**config.mk**
```make
export PLATFORM = sky130hd
export DESIGN_NAME = neuron_ctrl_flat
export DESIGN_NICKNAME = d
export VERILOG_FILES = /design/src/rtl/neuron_ctrl_if.sv /design/src/rtl/neuron_ctrl.sv /design/src/flat_wrapper.sv
export SDC_FILE = /design/constraint.sdc
export NUM_CORES = 1
export LEC_CHECK = 0
export BUFFER_PORTS_ARGS = -buffer_cell sky130_fd_sc_hd__buf_2
export CORE_MARGIN = 2
export CORE_UTILIZATION = 30
export DETAILED_ROUTE_END_ITERATION = 8
export HOLD_SLACK_MARGIN = 0.03
export PLACE_DENSITY = 0.52
export SYNTH_ARGS = -nofsm -noshare
export SYNTH_HDL_FRONTEND = slang
export SYNTH_SLANG_ARGS = --single-unit
export TNS_END_PERCENT = 1
```
**constraint.sdc**
```tcl
create_clock -name clk -period 4.7 [get_ports clk]
set_clock_uncertainty 0.2 [all_clocks]
set_input_delay 0.705 -clock clk [delete_from_list [all_inputs] [get_ports clk]]
set_output_delay 0.705 -clock clk [all_outputs]
set_load 0.005 [all_outputs]
```
**src/rtl/neuron_ctrl_if.sv**
```systemverilog
// ============================================================================
// neuron_ctrl_if: activation stream, weight ROM and result bus of one neuron.
// Rev 1.0
// ============================================================================
`default_nettype none

interface neuron_ctrl_if #(
  parameter int DATA_WIDTH = 16,
  parameter int ADDR_WIDTH = 10
);
  logic                    start;
  logic [DATA_WIDTH-1:0]   in_data;
  logic                    in_valid;
  logic                    in_ready;
  logic [ADDR_WIDTH-1:0]   w_addr;
  logic [DATA_WIDTH-1:0]   w_data;
  logic [2*DATA_WIDTH-1:0] bias;
  logic [2*DATA_WIDTH-1:0] acc_out;
  logic                    busy;
  logic                    out_valid;

  modport master (
    output start, in_data, in_valid, w_data, bias,
    input  in_ready, w_addr, acc_out, busy, out_valid
  );

  modport slave (
    input  start, in_data, in_valid, w_data, bias,
    output in_ready, w_addr, acc_out, busy, out_valid
  );
endinterface

`default_nettype wire

```
**src/rtl/neuron_ctrl.sv**
```systemverilog
// ============================================================================
// neuron_ctrl: multiply-accumulate sequencer for one fixed-point neuron.
// Rev 1.0
// ============================================================================
`default_nettype none

module neuron_ctrl #(
  parameter int DATA_WIDTH = 16,
  parameter int NUM_INPUTS = 784,
  parameter int ADDR_WIDTH = 10
) (
  input  logic         clk,
  input  logic         rst_n,
  neuron_ctrl_if.slave bus
);
  localparam int ACC_WIDTH = 2 * DATA_WIDTH;
  localparam logic [ADDR_WIDTH-1:0]       LAST_IDX = ADDR_WIDTH'(NUM_INPUTS - 1);
  localparam logic signed [ACC_WIDTH-1:0] ACC_MAX  = {1'b0, {(ACC_WIDTH-1){1'b1}}};
  localparam logic signed [ACC_WIDTH-1:0] ACC_MIN  = {1'b1, {(ACC_WIDTH-1){1'b0}}};

  typedef enum logic [2:0] {
    IDLE = 3'd0,
    ACC  = 3'd1,
    BIAS = 3'd2,
    ACT  = 3'd3,
    DONE = 3'd4
  } state_t;

  state_t                      state_q, state_d;
  logic [ADDR_WIDTH-1:0]       cnt_q, cnt_d;
  logic signed [ACC_WIDTH-1:0] acc_q, acc_d;

  logic                        accept;
  logic                        last;
  logic [ADDR_WIDTH-1:0]       cnt_inc;
  logic signed [ACC_WIDTH-1:0] product;
  logic signed [ACC_WIDTH-1:0] addend;
  logic signed [ACC_WIDTH:0]   sum;
  logic signed [ACC_WIDTH-1:0] sum_sat;
  logic [ADDR_WIDTH-1:0]       w_addr;
  logic                        in_ready;
  logic                        out_valid;

  assign accept  = (state_q == ACC) && bus.in_valid;
  assign last    = (cnt_q == LAST_IDX);
  assign cnt_inc = cnt_q + ADDR_WIDTH'(1);
  assign product = ACC_WIDTH'($signed(bus.in_data)) * ACC_WIDTH'($signed(bus.w_data));
  assign addend  = (state_q == BIAS) ? $signed(bus.bias) : product;

  // One guard bit: overflow shows up as disagreement between the two top bits.
  assign sum     = {addend[ACC_WIDTH-1], addend} + {acc_q[ACC_WIDTH-1], acc_q};
  assign sum_sat = (sum[ACC_WIDTH] != sum[ACC_WIDTH-1])
                 ? (sum[ACC_WIDTH] ? ACC_MIN : ACC_MAX)
                 : sum[ACC_WIDTH-1:0];

  always_comb begin
    state_d   = state_q;
    cnt_d     = cnt_q;
    acc_d     = acc_q;
    w_addr    = '0;
    in_ready  = 1'b0;
    out_valid = 1'b0;
    case (state_q)
      IDLE: begin
        if (bus.start) begin
          state_d = ACC;
          cnt_d   = '0;
          acc_d   = '0;
        end
      end
      ACC: begin
        in_ready = 1'b1;
        w_addr   = cnt_q;
        // Prefetch the next weight so the ROM output lines up with the next accept.
        if (accept) begin
          acc_d  = sum_sat;
          cnt_d  = cnt_inc;
          w_addr = last ? '0 : cnt_inc;
          if (last) begin
            state_d = BIAS;
          end
        end
      end
      BIAS: begin
        acc_d   = sum_sat;
        state_d = ACT;
      end
      ACT: begin
        state_d = DONE;
      end
      DONE: begin
        out_valid = 1'b1;
        state_d   = IDLE;
      end
      default: begin
        state_d = IDLE;
      end
    endcase
  end

  always_ff @(posedge clk or negedge rst_n) begin
    if (!rst_n) begin
      state_q <= IDLE;
      cnt_q   <= '0;
      acc_q   <= '0;
    end else begin
      state_q <= state_d;
      cnt_q   <= cnt_d;
      acc_q   <= acc_d;
    end
  end

  assign bus.in_ready  = in_ready;
  assign bus.w_addr    = w_addr;
  assign bus.acc_out   = acc_q;
  assign bus.busy      = (state_q != IDLE);
  assign bus.out_valid = out_valid;
endmodule

`default_nettype wire

```
**src/flat_wrapper.sv**
```systemverilog
// flat-port wrapper written by rule: the top's interface ports become plain ports
module neuron_ctrl_flat 
#(
  parameter int DATA_WIDTH = 16,
  parameter int NUM_INPUTS = 784,
  parameter int ADDR_WIDTH = 10
)
  (clk, rst_n, bus_start, bus_in_data, bus_in_valid, bus_w_data, bus_bias, bus_in_ready, bus_w_addr, bus_acc_out, bus_busy, bus_out_valid);
  neuron_ctrl_if #(.DATA_WIDTH(DATA_WIDTH), .ADDR_WIDTH(ADDR_WIDTH)) bus_i ();
  input  logic clk;
  input  logic rst_n;
  input wire logic [$bits(bus_i.start)-1:0] bus_start;
  input wire logic [$bits(bus_i.in_data)-1:0] bus_in_data;
  input wire logic [$bits(bus_i.in_valid)-1:0] bus_in_valid;
  input wire logic [$bits(bus_i.w_data)-1:0] bus_w_data;
  input wire logic [$bits(bus_i.bias)-1:0] bus_bias;
  output wire logic [$bits(bus_i.in_ready)-1:0] bus_in_ready;
  output wire logic [$bits(bus_i.w_addr)-1:0] bus_w_addr;
  output wire logic [$bits(bus_i.acc_out)-1:0] bus_acc_out;
  output wire logic [$bits(bus_i.busy)-1:0] bus_busy;
  output wire logic [$bits(bus_i.out_valid)-1:0] bus_out_valid;
  assign bus_i.start = bus_start;
  assign bus_i.in_data = bus_in_data;
  assign bus_i.in_valid = bus_in_valid;
  assign bus_i.w_data = bus_w_data;
  assign bus_i.bias = bus_bias;
  assign bus_in_ready = bus_i.in_ready;
  assign bus_w_addr = bus_i.w_addr;
  assign bus_acc_out = bus_i.acc_out;
  assign bus_busy = bus_i.busy;
  assign bus_out_valid = bus_i.out_valid;
  neuron_ctrl #(.DATA_WIDTH(DATA_WIDTH), .NUM_INPUTS(NUM_INPUTS), .ADDR_WIDTH(ADDR_WIDTH)) u_core (.clk(clk), .rst_n(rst_n), .bus(bus_i));
endmodule
```
After elaboration in Yosys (flattened, before gate mapping) --
Cells that the tools add are included.
Word-level totals: flip-flop bits (word level) 45, bits of input ports 68, output and inout port bits 45, word-level logic and storage cells 41
Operators by class: add/subtract/negate cells 2, multiply operators 1, equal/unequal tests 9, mux-type cells 18, reduce and logical (&&, ||, !) cells 8
Operators with widths (count):
- $mux W32 | 5
- $pmux W32 S3 | 1
- $mux W10 | 5
- $add A32 B32 Y33 | 1
- $mul A16 B16 Y32 | 1
- $pmux W10 S2 | 1
- $pmux W3 S4 | 1
- $add A10 B1 Y10 const B | 1
- $eq A10 B10 Y1 const B | 1
- $mux W3 | 3
- $reduce_and A3 Y1 | 3
- $eq A3 B2 Y1 const B | 2
- $reduce_bool A3 Y1 | 2
- $ne A2 B1 Y1 const B | 2
- $eq A3 B1 Y1 const B | 1
- $eq A3 B3 Y1 const B | 1
- $logic_not A3 Y1 | 1
- $mux W1 | 2
- $ne A2 B2 Y1 const B | 1
- $reduce_bool A2 Y1 | 1
- $logic_and A1 B1 Y1 | 1
- $ne A1 B1 Y1 | 1

Depth between registers and ports, before layout --
Gate-level depths: netlist of run 1.
depth after elaboration 7, depth in mapped cells 35

Least setup slack after synthesis of run 1 --
Ideal clock, no wire load.
path kind in2reg, start input port bus_w_data[7], end register u_core.acc_q[18] (netlist: u_core.bus.acc_out[18]), library setup time 0.126 ns, arrival 8.192 ns, required time 4.374 ns, slack -3.818 ns, stages 33, cell sequence clkbuf_1 > nand2_1 > fa_1 > inv_1 > fa_1 > inv_1 > fa_1 > inv_1 > fa_1 > fa_1 > inv_1 > fa_1 > inv_1 > ha_1 > nand2_1 > nor3_1 > nand2_1 > o311ai_0 > nand3_1 > o31ai_1 > a41oi_1 > xor2_1 > a21oi_1 > ha_1 > and3_2 > nand2_1 > nor2_1 > a21oi_1 > o31ai_1 > a2111oi_2 > nor2_2 > buf_4 > a221o_1
Between the ends: cells in the longest elaborated chain, start to end 7, elaborated cells between the ends (all ways) 8, those cells by class add/sub (1); mul (1); eq/ne (1); mux (5)
RTL lines:
- start, declared | line flat_wrapper.sv:15 | input wire logic [$bits(bus_i.w_data)-1:0] bus_w_data;
- $mul A16 B16 Y32 (*) | line neuron_ctrl.sv:47 | assign product = ACC_WIDTH'($signed(bus.in_data)) * ACC_WIDTH'($signed(bus.w_data));
- $mux W32 (*) | line neuron_ctrl.sv:48 | assign addend = (state_q == BIAS) ? $signed(bus.bias) : product;
- $add A32 B32 Y33 (*) | line neuron_ctrl.sv:51 | assign sum = {addend[ACC_WIDTH-1], addend} + {acc_q[ACC_WIDTH-1], acc_q};
- $mux W32 / $ne A1 B1 Y1 (equally long branches) | line neuron_ctrl.sv:53, neuron_ctrl.sv:52
- $mux W32 (*) | line neuron_ctrl.sv:53 | ? (sum[ACC_WIDTH] ? ACC_MIN : ACC_MAX)
- $mux W32 | line neuron_ctrl.sv:75 | if (accept) begin
- $pmux W32 S3 (*) | line neuron_ctrl.sv:63 | case (state_q)
- end signal, assigned | line neuron_ctrl.sv:105 | acc_q <= '0;
- end signal, assigned | line neuron_ctrl.sv:109 | acc_q <= acc_d;
- end, declared | line neuron_ctrl.sv:31 | logic signed [ACC_WIDTH-1:0] acc_q, acc_d;
Every way passes the cells marked *; elsewhere a longest branch is shown, timed or not. The select of a mux whose other input is x is not followed. A chain may end at the register's enable or synchronous reset.

Worst setup path after layout of run 1 --
start input port bus_w_data[4], end register u_core.acc_q[14] (netlist: u_core.bus.acc_out[14])
The elaborated chain is that of the path after synthesis.

==> run summary, run 1 <==
syn_area_per_cell -> 8.85 µm²
Final #Nets -> 2340
cts hold-fix bufs -> 0
Cell Area, Synth -> 13800 µm²
Setup TNS Final -> -110200 ps
H-Tree Depth -> 2
design area -> 17500 µm²
slowest stage delay, CP -> 580 ps
Hold Path Class -> input port to async pin
clk buf depth -> 2
Post-Route WL -> 37.6 mm
failing checks -> setup timing
IO Pins -> 113
sequential-to-total area share from yosys stat -> 8.18%
critical path type -> input port to register
Vert. Die Dim -> 218 µm
CP required -> 4680 ps
Initial DRC Count -> 622
CTS tree -> built
Min Clock Period, post-route -> 8190 ps
Total GRT Usage -> 16.8%
# DRC -> 0
Placer Congestion -> 0.839
GR Overflow Total -> 0
Compound-Gate Fraction of Synth Area -> 12.1%
period utilization -> 174%
Post-synth EDFFs -> 0
Simple-Gate Fraction of Synth Area -> 16.7%
Die Wd -> 218 µm
status -> finished with violations
DPL Wire Length -> 33.2 mm
initial core utilization -> 30.3%
Post-Syn Instances -> 1556
Synth Net Count -> 2003
Clock Pin Slew Worst Setup and Hold Paths -> 70 ps
vias in the first global route -> 12600
input/output buffers -> 112
cell count after placement -> 2469
core area -> 45400 µm²
commonest non-fill, non-tap cell in the layout -> inv_1
dominant cell type by area after synthesis -> fa_1
adder-cell area share of the yosys netlist -> 48.8%
Non-Filler Instances -> 2494
Main synth FF type -> dfrtp_1
post-synth cell types -> 69
commonest non-fill, non-tap cells in the layout -> inv_1 (301), buf_4 (271), fa_1 (253)
final setup violation count -> 32
Worst slew margin -> 57.4%
clk sinks -> 45
flop and latch count out of synthesis -> 45
largest net degree at the start of global routing -> 46
Clk Latency, worst-skew pair -> 290 ps
RSZ-0062 raised after global routing -> true
Worst EP arrival -> 8170 ps
initial antenna violation count -> 1
Post-synth ARST share -> 100%
fin worst setup slack -> -3490 ps
Max Slew Vio Count -> 0
first-pass GRT wire length -> 65.1 mm
Yosys Warn Count -> 0
DRT Pass-1 Iters -> 5
routed vias -> 11500
crit-path max FO -> 11
Placed Area -> 17000 µm²
number of max-cap violations -> 0
number of CTS-inserted buffers -> 5
final hold slack -> 293 ps
Detail Route Antenna Nets -> 0
Worst Max-Slew Pin Slew -> 636 ps
largest family of logic cells by synthesized area -> adder cells
Rows -> 78
top cells by area, synth -> fa_1 (38%), ha_1 (11%), inv_1 (8.3%)
startpoint types -> input port
n_diodes -> 0
FMAX -> 122 MHz
Critical Path Sink Type -> register
routed len/inst -> 15.1 µm
mux contribution to synthesized area -> 0%
Critical-path top delay cell -> fa_2
xor-xnor portion of the synthesized cell area -> 4.07%
Vias/cell -> 4.61
post-synth top area share -> 38.3%
final hold vios -> 0
fraction of layout cells with a size suffix above 1 -> 25.4%
Die Area -> 47600 µm²
Area Growth Syn to Fin -> 27.5%
root buffer cell -> clkbuf_16
[synthesized netlist by cell type, types with 6 or more instances]
cell type and number:
inv_1 305, xnor2_1 40, o21bai_1 7, nand4_1 6, o31ai_1 6, nor3_1 12
nand3_1 11, o21a_1 7, o211ai_1 9, a21o_1 27, a31oi_1 6, clkbuf_1 42
dfrtp_1 45, and3_1 8, and2_1 123, nor2_1 61, nand2b_1 18, o21ai_0 58
a21oi_1 59, a221o_1 30, nand2_1 198, xor2_1 24, ha_1 116, fa_1 263
[cell families after synthesis]
group | after synthesis
and+or+nand+nor | 468
adders and majority gates | 379
buffers and inverters | 358
AOI/OAI and AO/OA | 242
xor gates and xnor gates | 64
DFF | 45
[repair_timing]
item / CTS / global route
setup endpoints to repair: 32 / 32
resized for setup: 53 / 22
pin swaps: 54 / 26
buffers inserted: 11 / 5
gates cloned: 1 / 0
[sequential cells by signal, indices dropped and copies added, names as in the netlist]
| signal | flops |
|---|---|
| u_core.bus.acc_out | 32 |
| u_core.cnt_q | 10 |
| u_core.state_q | 3 |
[layer usage]
layer,GRT usage (%),up-vias,part of all wire (%)
li1,-,5583,-
met1,24.2,5658,48
met2,27.5,219,46
met3,1.63,34,4.6
met4,2.86,0,1.5
met5,0,-,0
[final timing paths]
check	slack, ps	endpoint	cells past startpoint	from
max	-3490	u_core.bus.acc_out[14]	35	bus_w_data[4]
min	290	u_core.bus.acc_out[29]	2	rst_n
max reg2reg	230	u_core.bus.acc_out[21]	17	u_core.state_q[0]
min reg2reg	340	u_core.bus.acc_out[31]	2	u_core.bus.acc_out[31]
max in group asynchronous	3570	u_core.cnt_q[2]	2	rst_n
min in group clk	340	u_core.bus.acc_out[31]	2	u_core.bus.acc_out[31]
[worst max-delay path, delay by kind of cell]
kind / cells / cell delay [ps]
buffers and inverters: 10 / 1120
and+or+nand+nor: 6 / 950
xor gates and xnor gates: 1 / 170
adders and majority gates: 8 / 3470
AOI/OAI and AO/OA: 10 / 1740
[stage by stage]
stage          util, %  setup WS [ps]
6_report          38.7          -3490
5_1_grt           38.7          -3800
4_1_cts           38.4          -3470
3_5_place_dp      37.4          -3930
3_3_place_gp      37.4          -3920
2_1_floorplan        -          -3210
[layout make-up]
type,count,area (µm²)
timing repair buffer,383,2710
tap,600,751
clock buffer,5,125
inverter,305,1150
multi-input combinational,1153,11700
fill,4670,27800
sequential,45,1130
clock inverter,3,25.0
Power of run 1 is left out: the tool's default activity adds up to more than one toggle a clock period on the data nets, which glitch-free logic cannot reach.
==> run 2, diff against run 1 <==
--- a/config.mk
+++ b/config.mk
@@ -10,7 +10,7 @@
 export CORE_UTILIZATION = 30
 export DETAILED_ROUTE_END_ITERATION = 8
 export HOLD_SLACK_MARGIN = 0.03
-export PLACE_DENSITY = 0.52
+export PLACE_DENSITY = 0.43
 export SYNTH_ARGS = -nofsm -noshare
 export SYNTH_HDL_FRONTEND = slang
 export SYNTH_SLANG_ARGS = --single-unit
==> run 2 against run 1 <==
The flow still finishes with violations (setup timing). Clock-buffer cell count is 1 higher. Via count shrank 0.37%. Routed wire length rose by 4.5%. Final cell count increased by 0.28%. Setup slack got worse by 200 ps. Flip-flop and latch count is the same. Fmax is 2.4% lower. Critical path depth fell by 2. Sequential share of layout area fell by 0.058 points. Die area did not move.
==> run summary, run 2 (same netlist as run 1, synthesis figures left out) <==
root buffer cell -> clkbuf_16
IO Pins -> 113 (unchanged)
commonest non-fill, non-tap cells in the layout -> inv_1 (300), buf_4 (271), fa_1 (258)
fin worst setup slack -> -3690 ps (-201 ps)
met2 routed WL -> 17.9 mm (+3.6%)
H-Tree Depth -> 2 (unchanged)
commonest non-fill, non-tap cell in the layout -> inv_1
crit-path max FO -> 11 (unchanged)
startpoint types -> input port
Total GRT Usage -> 17.6% (+0.82 points)
input/output buffers -> 112 (unchanged)
Initial DRC Count -> 480 (-23%)
CTS tree -> built
initial core utilization -> 30.3% (unchanged)
Critical path origin -> bus_in_data[4]
Die Wd -> 218 µm (unchanged)
n_diodes -> 0 (unchanged)
CP required -> 4670 ps (about the same)
Crit Reg-Reg Startpoint -> u_core.state_q[2]
number of CTS-inserted buffers -> 5 (unchanged)
Max Slew Vio Count -> 0 (unchanged)
core area -> 45400 µm² (unchanged)
dpl ws -> -4310 ps (-375 ps)
period utilization -> 179% (+4.3 points)
Worst slew margin -> 56.3% (-1.1 points)
critical path type -> input port to register
metal3 WL -> 1.07 mm (-38%)
count of filler cells inserted in the layout -> 4709 (+0.84%)
final setup violation count -> 32 (unchanged)
Clock Pin Slew Worst Setup and Hold Paths -> 70 ps (about the same)
Vert. Die Dim -> 218 µm (unchanged)
Post-Route WL -> 39.3 mm (+4.5%)
Hold Path Class -> input port to async pin
Final #Nets -> 2348 (+0.34%)
DRT Pass-1 Iters -> 5 (unchanged)
Worst EP arrival -> 8360 ps (+190 ps)
# DRC -> 0 (unchanged)
status -> finished with violations
failing checks -> setup timing
Critical-path top delay cell -> fa_1
WP buf/inv -> 9 (-1)
number of max-cap violations -> 0 (unchanged)
most frequent CP cell -> fa_1
initial antenna violation count -> 0 (-1)
Clk Latency, worst-skew pair -> 300 ps (about the same)
FMAX -> 119 MHz (-2.4%)
Critical Path Sink Type -> register
GR Overflow Total -> 0 (unchanged)
Setup TNS Final -> -116420 ps (-6220 ps)
top layer in use -> met4
area of the multi-input gates -> 11700 µm² (+0.23%)
fraction of layout cells with a size suffix above 1 -> 25.3% (-0.15 points)
RSZ-0062 raised after global routing -> true
DPL Wire Length -> 34.0 mm (+2.3%)
routed len/inst -> 15.7 µm (+4.2%)
max reg flops -> 32 (unchanged)
Non-Filler Instances -> 2501 (+0.28%)
slowest stage delay, CP -> 630 ps (+50 ps)
Area Growth Syn to Fin -> 28.7%
final hold slack -> 306 ps (+13.0 ps)
Die Area -> 47600 µm² (unchanged)
Placer Congestion -> 0.824 (-1.8%)
routed vias -> 11500 (-0.37%)
first-pass GRT wire length -> 67.3 mm (+3.3%)
cell count after placement -> 2471 (+0.081%)
vias in the first global route -> 12400 (-1.5%)
clk sinks -> 45 (unchanged)
final hold vios -> 0 (unchanged)
largest net degree at the start of global routing -> 46 (unchanged)
Worst Max-Slew Pin Slew -> 652 ps (+16.5 ps)
Detail Route Antenna Nets -> 0 (unchanged)
Rows -> 78 (unchanged)
clk buf depth -> 2 (unchanged)
met1 WL -> 19.9 mm (+10%)
Register Area -> 1130 µm² (unchanged)
Vias/cell -> 4.58 (-0.64%)
Top delay family on crit path -> adder cells
Min Clock Period, post-route -> 8390 ps (+201 ps)
## run 2: cell types whose count changed in the layout (fill, tap and decap cells not counted), moves of 3 or more
cell / before / now
ha_4: 10 / 7
ha_1: 104 / 108
fa_2: 10 / 5
buf_6: 4 / 15
fa_1: 253 / 258
and2_4: 5 / 9
and2_1: 118 / 114
clkbuf_4: 3 / 0
buf_2: 100 / 95
## run 2: timing repair
| item | in CTS | in global routing |
|---|---|---|
| hold buffers | 0 | 0 |
| setup buffers | 18 | 1 |
| setup endpoints to repair | 32 | 32 |
| gates cloned | 4 | 0 |
| pin swaps | 62 | 10 |
| resized for setup | 82 | 9 |
## run 2: cell type report
| type | instances | area share, % |
|---|---|---|
| clock buffers | 6 | 0.728 |
| multi-input cells | 1155 | 66.0 |
| clock inverters | 1 | 0.0495 |
| flip-flops and latches | 45 | 6.36 |
| inverters | 305 | 6.50 |
| repair buffers | 389 | 16.1 |
| well taps | 600 | 4.24 |
## run 2: worst paths after layout
| kind | endpoint | slack [ps] | depth (start not counted) |
|---|---|---|---|
| worst max-delay path | u_core.bus.acc_out[29] | -3690 | 33 |
| worst min-delay path | u_core.bus.acc_out[27] | 310 | 2 |
| worst max register to register | u_core.bus.acc_out[0] | 330 | 19 |
| worst min register to register | u_core.bus.acc_out[31] | 350 | 2 |
| max in group asynchronous | u_core.bus.acc_out[16] | 3560 | 2 |
| min in group clk | u_core.bus.acc_out[31] | 350 | 2 |
## run 2: per-layer routing
| metal | GRT usage (%) | vias up |
|---|---|---|
| met3 | 0.807 | 21 |
| met1 | 26.7 | 5643 |
| met4 | 2.45 | 0 |
| met2 | 28.3 | 197 |
| met5 | 0 | - |
| li1 | - | 5591 |
## run 2: through the flow
stage               cell area [µm²]  util, %
floorplan                     14000        -
global placement              17000     37.4
detailed placement            17000     37.4
CTS                           17700     38.9
global route                  17700     39.0
finish                        17700     39.0
Power of run 2 is left out for the same reason.
